### src/rtl/mask_to_index_encoder_if.sv
// Handshake bundle for mask_to_index_encoder: vector input side and code output side.
// The slave modport is the encoder; the master modport is the surrounding source/sink.
interface mask_to_index_encoder_if #(
    parameter int unsigned N = 8,
    parameter int unsigned W = 3
);
    logic         in_valid;
    logic         in_ready;
    logic [N-1:0] in_vec;
    logic         out_valid;
    logic         out_ready;
    logic [W-1:0] out_code;
    logic         out_last;
    logic         zero_drop;

    modport master (
        output in_valid,
        output in_vec,
        output out_ready,
        input  in_ready,
        input  out_valid,
        input  out_code,
        input  out_last,
        input  zero_drop
    );

    modport slave (
        input  in_valid,
        input  in_vec,
        input  out_ready,
        output in_ready,
        output out_valid,
        output out_code,
        output out_last,
        output zero_drop
    );
endinterface

### src/rtl/mask_to_index_encoder.sv
// Serialising encoder: takes a multi-hot vector and emits the index of each set bit,
// one code per output handshake, lowest-first or highest-first.
module mask_to_index_encoder #(
    parameter int unsigned N         = 8,
    parameter int unsigned W         = 3,
    parameter bit          LSB_FIRST = 1'b1
) (
    input  logic                  clk,
    input  logic                  rst,
    mask_to_index_encoder_if.slave bus
);
    typedef enum logic {
        IDLE,
        EMIT
    } state_t;

    state_t       state_q, state_d;
    logic [N-1:0] mask_q, mask_d;
    logic         zero_drop_q, zero_drop_d;

    logic [W-1:0] sel_code;
    logic [N-1:0] sel_bit;
    logic         single;
    logic         accept;

    // Priority select over the not-yet-emitted bits; the scan direction makes the
    // last match win, so it lands on the lowest or highest set bit as configured.
    always_comb begin
        sel_code = '0;
        if (LSB_FIRST) begin
            for (int unsigned i = N; i > 0; i--) begin
                if (mask_q[i-1]) sel_code = W'(i - 1);
            end
        end else begin
            for (int unsigned i = 0; i < N; i++) begin
                if (mask_q[i]) sel_code = W'(i);
            end
        end
    end

    assign sel_bit = N'(1) << sel_code;
    assign single  = (mask_q != '0) && ((mask_q & (mask_q - N'(1))) == '0);
    assign accept  = bus.in_valid && bus.in_ready;

    assign bus.in_ready  = (state_q == IDLE) && !rst;
    assign bus.out_valid = (state_q == EMIT);
    assign bus.out_code  = sel_code;
    assign bus.out_last  = single;
    assign bus.zero_drop = zero_drop_q;

    always_comb begin
        state_d     = state_q;
        mask_d      = mask_q;
        zero_drop_d = 1'b0;
        case (state_q)
            IDLE: begin
                if (accept) begin
                    if (bus.in_vec != '0) begin
                        mask_d  = bus.in_vec;
                        state_d = EMIT;
                    end else begin
                        zero_drop_d = 1'b1;
                    end
                end
            end
            EMIT: begin
                if (bus.out_ready) begin
                    mask_d = mask_q & ~sel_bit;
                    if (single) state_d = IDLE;
                end
            end
            default: state_d = IDLE;
        endcase
    end

    always_ff @(posedge clk) begin
        if (rst) begin
            state_q     <= IDLE;
            mask_q      <= '0;
            zero_drop_q <= 1'b0;
        end else begin
            state_q     <= state_d;
            mask_q      <= mask_d;
            zero_drop_q <= zero_drop_d;
        end
    end
endmodule
### src/flat_wrapper.sv
// flat-port wrapper written by rule: the top's interface ports become plain ports
module mask_to_index_encoder_flat 
#(
    parameter int unsigned N         = 8,
    parameter int unsigned W         = 3,
    parameter bit          LSB_FIRST = 1'b1
)
  (clk, rst, bus_in_valid, bus_in_vec, bus_out_ready, bus_in_ready, bus_out_valid, bus_out_code, bus_out_last, bus_zero_drop);
  mask_to_index_encoder_if #(.N(N), .W(W)) bus_i ();
  input  logic clk;
  input  logic rst;
  input wire logic [$bits(bus_i.in_valid)-1:0] bus_in_valid;
  input wire logic [$bits(bus_i.in_vec)-1:0] bus_in_vec;
  input wire logic [$bits(bus_i.out_ready)-1:0] bus_out_ready;
  output wire logic [$bits(bus_i.in_ready)-1:0] bus_in_ready;
  output wire logic [$bits(bus_i.out_valid)-1:0] bus_out_valid;
  output wire logic [$bits(bus_i.out_code)-1:0] bus_out_code;
  output wire logic [$bits(bus_i.out_last)-1:0] bus_out_last;
  output wire logic [$bits(bus_i.zero_drop)-1:0] bus_zero_drop;
  assign bus_i.in_valid = bus_in_valid;
  assign bus_i.in_vec = bus_in_vec;
  assign bus_i.out_ready = bus_out_ready;
  assign bus_in_ready = bus_i.in_ready;
  assign bus_out_valid = bus_i.out_valid;
  assign bus_out_code = bus_i.out_code;
  assign bus_out_last = bus_i.out_last;
  assign bus_zero_drop = bus_i.zero_drop;
  mask_to_index_encoder #(.N(N), .W(W), .LSB_FIRST(LSB_FIRST)) u_core (.clk(clk), .rst(rst), .bus(bus_i));
endmodule
### config.mk
export PLATFORM = sky130hd
export DESIGN_NAME = mask_to_index_encoder_flat
export DESIGN_NICKNAME = d
export VERILOG_FILES = /design/src/rtl/mask_to_index_encoder_if.sv /design/src/rtl/mask_to_index_encoder.sv /design/src/flat_wrapper.sv
export SDC_FILE = /design/constraint.sdc
export NUM_CORES = 1
export LEC_CHECK = 0
export ABC_CLOCK_PERIOD_IN_PS = 3400
export CELL_PAD_IN_SITES_DETAIL_PLACEMENT = 1
export CELL_PAD_IN_SITES_GLOBAL_PLACEMENT = 1
export CORE_MARGIN = 2
export CORE_UTILIZATION = 35
export CTS_BUF_LIST = sky130_fd_sc_hd__clkbuf_2
export DETAILED_ROUTE_END_ITERATION = 10
export GPL_TIMING_DRIVEN = 0
export PLACE_DENSITY_LB_ADDON = 0.1
export SYNTH_ARGS = -nofsm -noshare
export SYNTH_HDL_FRONTEND = slang
export SYNTH_SLANG_ARGS = --single-unit
### constraint.sdc
create_clock -name clk -period 3.4 [get_ports clk]
set_input_delay 0.68 -clock clk [delete_from_list [all_inputs] [get_ports clk]]
set_output_delay 0.68 -clock clk [all_outputs]
set_load 0.01 [all_outputs]
======== Word level (Yosys, flattened, before mapping) ========
Cells that the tools add are included.
cells by class
  add/subtract/negate cells ............... 1
  equality and inequality tests ........... 3
  shifts and indexed selects .............. 1
  mux-type cells .......................... 18
  bitwise gates (word level) .............. 5
  reductions and logical operators ........ 9
operators with widths
  kind                                                    count
  two-way mux 3 bit                                       8
  two-way mux 8 bit                                       3
  bitwise AND 8 bit                                       2
  case mux 8 bit (2 select lines)                         1
  nonzero test 8 bit                                      2
  logical NOT 8 bit                                       1
  inverter 8 bit                                          1
  << shifter 1 x 3 -> 8 bit (first input constant)        1
  subtractor 8 x 1 -> 8 bit (second input constant)       1
  two-way mux 1 bit                                       5
  inequality test 2 bit (second input constant)           2
  logical AND 1 bit                                       3
  AND reduction 3 bit                                     1
  OR reduction 3 bit                                      1
  inequality test 2 x 1 -> 1 bit (second input constant)  1
  inverter 1 bit                                          2
  case mux 1 bit (2 select lines)                         1
  logical NOT 1 bit                                       1
storage, ports and cells
  bits in registers ....................... 10

======== Logic depth before layout (Yosys ltp) ========
Gate-level depths: netlist of run 1.
  depth in word-level cells ............... 13
  mapped depth ............................ 5
  depth with buffers taken out ............ 4

======== Least setup slack after synthesis of run 1 ========
No wires, ideal clock.
  path kind ............................... register -> output
  from .................................... reg u_core.mask_q[0]
  to ...................................... out bus_out_last
  arrival ................................. 1.361 ns
  slack ................................... 1.359 ns
  stages on the path, launching flop included .. 5
  buffers on the path ..................... 0
  cell sequence ........................... dfxtp_1 -> or4_4 -> a2111oi_4 -> a21oi_1 -> nor2_1
on the way
  word-level cells in the longest chain between the ends .. 4
  elaborated cells between the ends (all ways) .. 5
  those cells by class .................... add/sub: 1; bitwise: 1; reduce/logical: 3
ends and longest elaborated chain
  item                       RTL line                     RTL
  start: declaration         mask_to_index_encoder.sv:18  logic [N-1:0] mask_q, mask_d;
  start signal: assignment   mask_to_index_encoder.sv:83  mask_q <= mask_d;
  subtractor 8 x 1 -> 8 bit  mask_to_index_encoder.sv:42  assign single = (mask_q != '0) && ((mask_q & (mask_q - N'(1))) == '0);
  bitwise AND 8 bit          mask_to_index_encoder.sv:42
  logical NOT 8 bit          mask_to_index_encoder.sv:42
  logical AND 1 bit *        mask_to_index_encoder.sv:42
  end: declaration           flat_wrapper.sv:18           output wire logic [$bits(bus_i.out_last)-1:0] bus_out_last;
Every way passes the cells marked *; elsewhere a longest branch is shown, timed or not.

======== Worst setup path in the final report of run 1 ========
Ends and elaborated chain as after synthesis.

==> results of run 1 <==
==> sequential cells by signal, indices dropped and copies added (netlist names) <==
signal	cells
u_core.bus.out_valid	1
u_core.bus.zero_drop	1
u_core.mask_q	8
==> where the power goes <==
group	switching, mW	total (mW)	leakage, nW	internal (mW)
combinational	0.0605	0.136	0.240	0.0752
clock	0.0458	0.0714	0.0140	0.0256
sequential	0.0189	0.146	0.0823	0.127
total	0.125	0.353	0.336	0.228
==> layer usage <==
metal  share of wire  track usage  vias to the layer above
li1                -            -                      329
met1            0.47       0.2453                      327
met2            0.49       0.3233                       11
met3           0.039      0.05769                        2
met4          0.0061      0.05000                        0
met5               0            0                        -
==> cells by family after synthesis <==
logic type | Yosys count
simple gates | 30
compound gates | 27
flops | 10
buf+inv | 5
==> synthesized netlist by cell type, drive strengths merged <==
master,count,share of area
a32o,2,0.031
inv,3,0.018
a2111oi,2,0.057
a21oi,3,0.023
nor2,7,0.041
or2,2,0.020
and3,2,0.027
nor2b,2,0.020
o311a,1,0.016
or3b,1,0.014
nand2,5,0.029
o31a,1,0.014
nor4,3,0.029
nand2b,2,0.020
a21bo,1,0.016
clkbuf,2,0.012
or4,1,0.018
a32oi,1,0.014
a31oi,2,0.020
a22o,2,0.027
nand4,1,0.0098
o211ai,1,0.012
o221ai,1,0.014
nor3,2,0.016
or2b,1,0.012
a221o,4,0.063
o211a,2,0.031
dfxtp,10,0.31
nor3b,1,0.029
a21boi,1,0.012
o21ai,2,0.016
o21a,1,0.012
==> how the worst max path moves through the flow <==
stage / cells after the start / startpoint / endpoint / slack [ns]
after global placement: 5 / u_core.mask_q[0] / bus_out_last / 0.81
final: 5 / u_core.mask_q[0] / bus_out_last / 0.47
after floorplan: 4 / u_core.mask_q[0] / bus_out_last / 1.36
after global routing: 5 / u_core.mask_q[0] / bus_out_last / 0.35
after detailed placement: 5 / rst / u_core.mask_q[6] / 0.78
after CTS: 5 / u_core.mask_q[0] / bus_out_last / 0.45
==> cell type report <==
type / instances / area (sq um) / area share
Tap cell: 25 / 31.28 / 0.03592
Sequential cell: 10 / 200.2 / 0.2299
Clock buffer: 3 / 15.01 / 0.01724
Clock inverter: 1 / 3.754 / 0.004310
Multi-Input combinational cell: 57 / 421.7 / 0.4842
Buffer: 2 / 7.507 / 0.008621
Timing Repair Buffer: 18 / 180.2 / 0.2069
Inverter: 3 / 11.26 / 0.01293
==> metrics by stage <==
stage	worst slack [ns]	hold slack (ns)	cell area (sq um)	utilization	power (mW)
5_1_grt	0.3465	0.6389	870.8	0.5043	0.3747
2_1_floorplan	1.359	0.5355	640.6	-	0.2215
3_3_place_gp	0.8088	0.5706	852.1	0.4935	0.2795
4_1_cts	0.4494	0.6078	870.8	0.5043	0.3560
6_report	0.4706	0.6007	870.8	0.5043	0.3530
3_5_place_dp	0.7761	0.5896	852.1	0.4935	0.2846
==> worst register-to-register path, stage by stage (launching register included) <==
cell	delay (ns)
dfxtp_1	0.40
nor3b_4	0.43
a21bo_2	0.33
and3_4	0.20
a221o_1	0.29
==> impl_metrics.ini, run 1 <==
[cts]
cts_tree = built
cts_buffers = 3
post_cts_buffers = 0
cts_htree_levels = 1
clk_latency_ns = 0.26
cts_sinks = 10
ctsResizeCount = 0
path_clk_slew_ns = 0.12
cts_root_buffer = clkbuf_2
holdBufCountCts = 0
cts_buffer_depth = 2

[synth]
yosys.area_share.adder = 0
synth_xor_area_frac = 0
synth_top_family_by_area = compound AO/OA/AOI/OAI gates
synth_compound_area_frac = 0.3750
syn_inst = 72
yosysWarnings = 0
syn_area_per_cell_sq_um = 8.897
yosys_register_bits = 10
synthSimpleGateAreaFrac = 0.2832
synth.area.mux_share = 0
yosysSeqAreaShare = 0.3125
syn-num-nets = 84
synth_cell_types = 34
syn_area_sq_um = 640.6

[status]
run_status = finished, final reports clean

[setup_path]
max_stage_delay_ns = 0.61
crit_buf_inv = 1
critPathCaptureType = output pin
cp_cell_sequence = or4_4 > a2111oi_4 > a21oi_1 > nor2_1 > clkdlybuf4s50_1
worst-path-max-fanout = 8
cp_top_family = simple AND/OR/NAND/NOR gates
crit_type = reg2out
reg2reg_from = u_core.bus.out_valid
rr_worst_depth = 4
r2r_slack_ns = 1.64
cpMaxStageDelayCell = or4_4
worst-endpoint-arrival_ns = 2.25
critPathRequiredTime_ns = 2.72
startpoint_type = flip-flop
reg2reg_to = u_core.mask_q[3]

[finish]
nets = 107
num-fill-cells = 221
fin_cells = 119
final_common_cell = clkdlybuf4s50_1
mostFrequentLayoutCells = clkdlybuf4s50_1 (18), dfxtp_1 (10), nor2_1 (7)
drive_above_1_share = 0.1170
area_delta_synth_final_pct = 35.94
antenna_cells = 0

[global_route]
track_usage = 0.1940
grt_pass1_wl_um = 2960
grt-ovfl-total = 0
antenna_found_initial = 0
grt_pass1_vias = 655
grt_max_degree = 11

[worst_hold_path]
hp-class = reg2reg
worstHoldEndpoint = u_core.mask_q[7]
hp-start = u_core.mask_q[7]
hold_depth = 2

[timing]
tightest_slew_ns = 0.4925
skew_ns = 0.005762
finalSetupViolations = 0
slew_headroom = 0.6716
min_period_ns = 2.929
finalHoldViolations = 0
post-route-period-util = 0.8616
max_freq_mhz = 341.4
tns_ns = 0
slew_viol_final = 0
rsz0062_at_grt = false

[floorplan]
die_x_um = 46.78
core_area_sq_um = 1727
ioPinCount = 19
rows = 15
die_area_sq_um = 2188
fp.dieH_um = 46.78
start_util = 0.3710

[pwr]
vdd_drop_max_v = 0.0002270
p_leak_nw = 0.3361
power_density_nw_per_um2 = 405.4

[flow_run]
maxCapViolCount = 0

[placement]
routabilityCongestion = 0.7172
placement.io_buffers = 18
dp_hpwl_um = 1405
dp.cells = 115

[routing]
vias = 669
dr.first_iter.drc_count = 3
wire_per_inst_um = 15.18
first_pass_iters = 2
drc_errors = 0
routed_wl_um = 1806
ant_nets = 0
via_per_inst = 5.622
(Power assumes the default switching activity.)
==> inputs of run 2 (changes only) <==
--- a/config.mk
+++ b/config.mk
@@ -9,7 +9,7 @@
 export CELL_PAD_IN_SITES_DETAIL_PLACEMENT = 1
 export CELL_PAD_IN_SITES_GLOBAL_PLACEMENT = 1
 export CORE_MARGIN = 2
-export CORE_UTILIZATION = 35
+export CORE_UTILIZATION = 25
 export CTS_BUF_LIST = sky130_fd_sc_hd__clkbuf_2
 export DETAILED_ROUTE_END_ITERATION = 10
 export GPL_TIMING_DRIVEN = 0
==> run 2 against run 1 <==
  * First-iteration DRC count up 67%
  * Non-clock buffer count stayed put
  * Critical endpoint unchanged
  * Utilization fell by 15 points
  * Clock-buffer cell count unchanged
  * Power down 0.57%
  * Setup slack better by 0.015 ns
  * Global-route usage decreased by 4.3 points
  * Critical path type unchanged
  * Die area rose by 36%
  * Clock power up 0.8%
==> impl_metrics.ini, run 2 (synthesis results as in run 1) <==
[placement]
placement.io_buffers = 18
routabilityCongestion = 0.7102
dp_hpwl_um = 1372

[routing]
vias = 656
ant_nets = 0
dr.first_iter.drc_count = 5
first_pass_iters = 4
routed_wl_um = 1785
drc_errors = 0
wire_per_inst_um = 14.40
via_per_inst = 5.290

[cts]
cts_tree = built
cts_sinks = 10
cts_root_buffer = clkbuf_2
cts_buffers = 3
ctsResizeCount = 0
holdBufCountCts = 0
cts_buffer_depth = 2
post_cts_buffers = 0
clk_latency_ns = 0.27
cts_htree_levels = 1
path_clk_slew_ns = 0.10

[finish]
drive_above_1_share = 0.1170
antenna_cells = 0
post-route-util = 0.3573
area_delta_synth_final_pct = 36.91
nets = 107
regArea_sq_um = 200.2
multi_input_area_sq_um = 421.7
mostFrequentLayoutCells = clkdlybuf4s50_1 (18), dfxtp_1 (10), nor2_1 (7)
num-fill-cells = 295
final_common_cell = clkdlybuf4s50_1
largest_register_ffs = 8
max_flop_register = u_core.mask_q

[setup_path]
worst-endpoint-arrival_ns = 2.23
rr_worst_depth = 4
startpoint_type = flip-flop
critPathRequiredTime_ns = 2.72
worst-path-max-fanout = 8
critPathCaptureType = output pin
cp_cell_sequence = or4_4 > a2111oi_4 > a21oi_1 > nor2_1 > clkdlybuf4s50_1
max_stage_delay_ns = 0.61
cpMaxStageDelayCell = or4_4
crit_type = reg2out

[floorplan]
fp.dieH_um = 54.62
die_area_sq_um = 2983
rows = 18
ioPinCount = 19
start_util = 0.2610
core_area_sq_um = 2455
die_x_um = 54.62

[pwr]
vdd_drop_max_v = 0.0001490
p_total_mw = 0.3510
p_leak_nw = 0.3361
power_density_nw_per_um2 = 400.2

[timing]
tightest_slew_ns = 0.4732
slew_headroom = 0.6846
tns_ns = 0
slew_viol_final = 0
max_freq_mhz = 343.2
post-route-period-util = 0.8571
skew_ns = 0.005214
min_period_ns = 2.914
rsz0062_at_grt = false
finalHoldViolations = 0
finalSetupViolations = 0
whs_ns = 0.5997

[global_route]
grt_max_degree = 11
track_usage = 0.1510
grt-ovfl-total = 0
antenna_found_initial = 0
grt_use_met1 = 0.1805
top_usage_layer = met2
use_met3 = 0.06011
met2_usage = 0.2321
grt_pass1_vias = 671
grt_pass1_wl_um = 3070

[status]
run_status = finished, final reports clean

[flow_run]
maxCapViolCount = 0

[worst_hold_path]
hold_depth = 2
hp-class = reg2reg
## run 2: worst max-delay path: cells and delay by family (launching register included)
| kind | cells | cell delay, ns |
|---|---|---|
| simple gates | 2 | 0.73 |
| buf+inv | 1 | 0.54 |
| flops | 1 | 0.39 |
| compound gates | 2 | 0.30 |
## run 2: stage by stage
step / instances / area (sq um) / setup slack, ns
floorplan: 72 / 640.6 / 1.359
global placement: 120 / 858.3 / 0.7825
detailed placement: 120 / 858.3 / 0.8021
CTS: 124 / 877.1 / 0.4577
global route: 124 / 877.1 / 0.3193
finish: 124 / 877.1 / 0.4859
## run 2: metal layers
layer	vias up	routed length [um]
met2	14	810
met5	-	0
met3	5	92
met1	308	842
met4	0	40
li1	329	-
## run 2: path summary, 6_finish.rpt
kind / start / end / slack, ns
worst max register to register: u_core.mask_q[0] / u_core.bus.out_valid / 1.70
worst min register to register: u_core.mask_q[7] / u_core.mask_q[7] / 0.60
worst min-delay path: u_core.mask_q[7] / u_core.mask_q[7] / 0.60
worst max-delay path: u_core.mask_q[0] / bus_out_last / 0.49
## run 2: layout make-up
| type | instances | area share |
|---|---|---|
| buffer | 2 | 0.008559 |
| clock buffer | 3 | 0.01712 |
| clock inverter | 1 | 0.004280 |
| inverter | 3 | 0.01284 |
| multi-input combinational | 57 | 0.4807 |
| sequential | 10 | 0.2282 |
| tap | 30 | 0.04280 |
| timing repair buffer | 18 | 0.2054 |
## run 2: power breakdown
part           total [mW]  switching [mW]  internal [mW]
combinational       0.133          0.0573         0.0752
sequential          0.146          0.0195          0.127
clock              0.0720          0.0465         0.0255
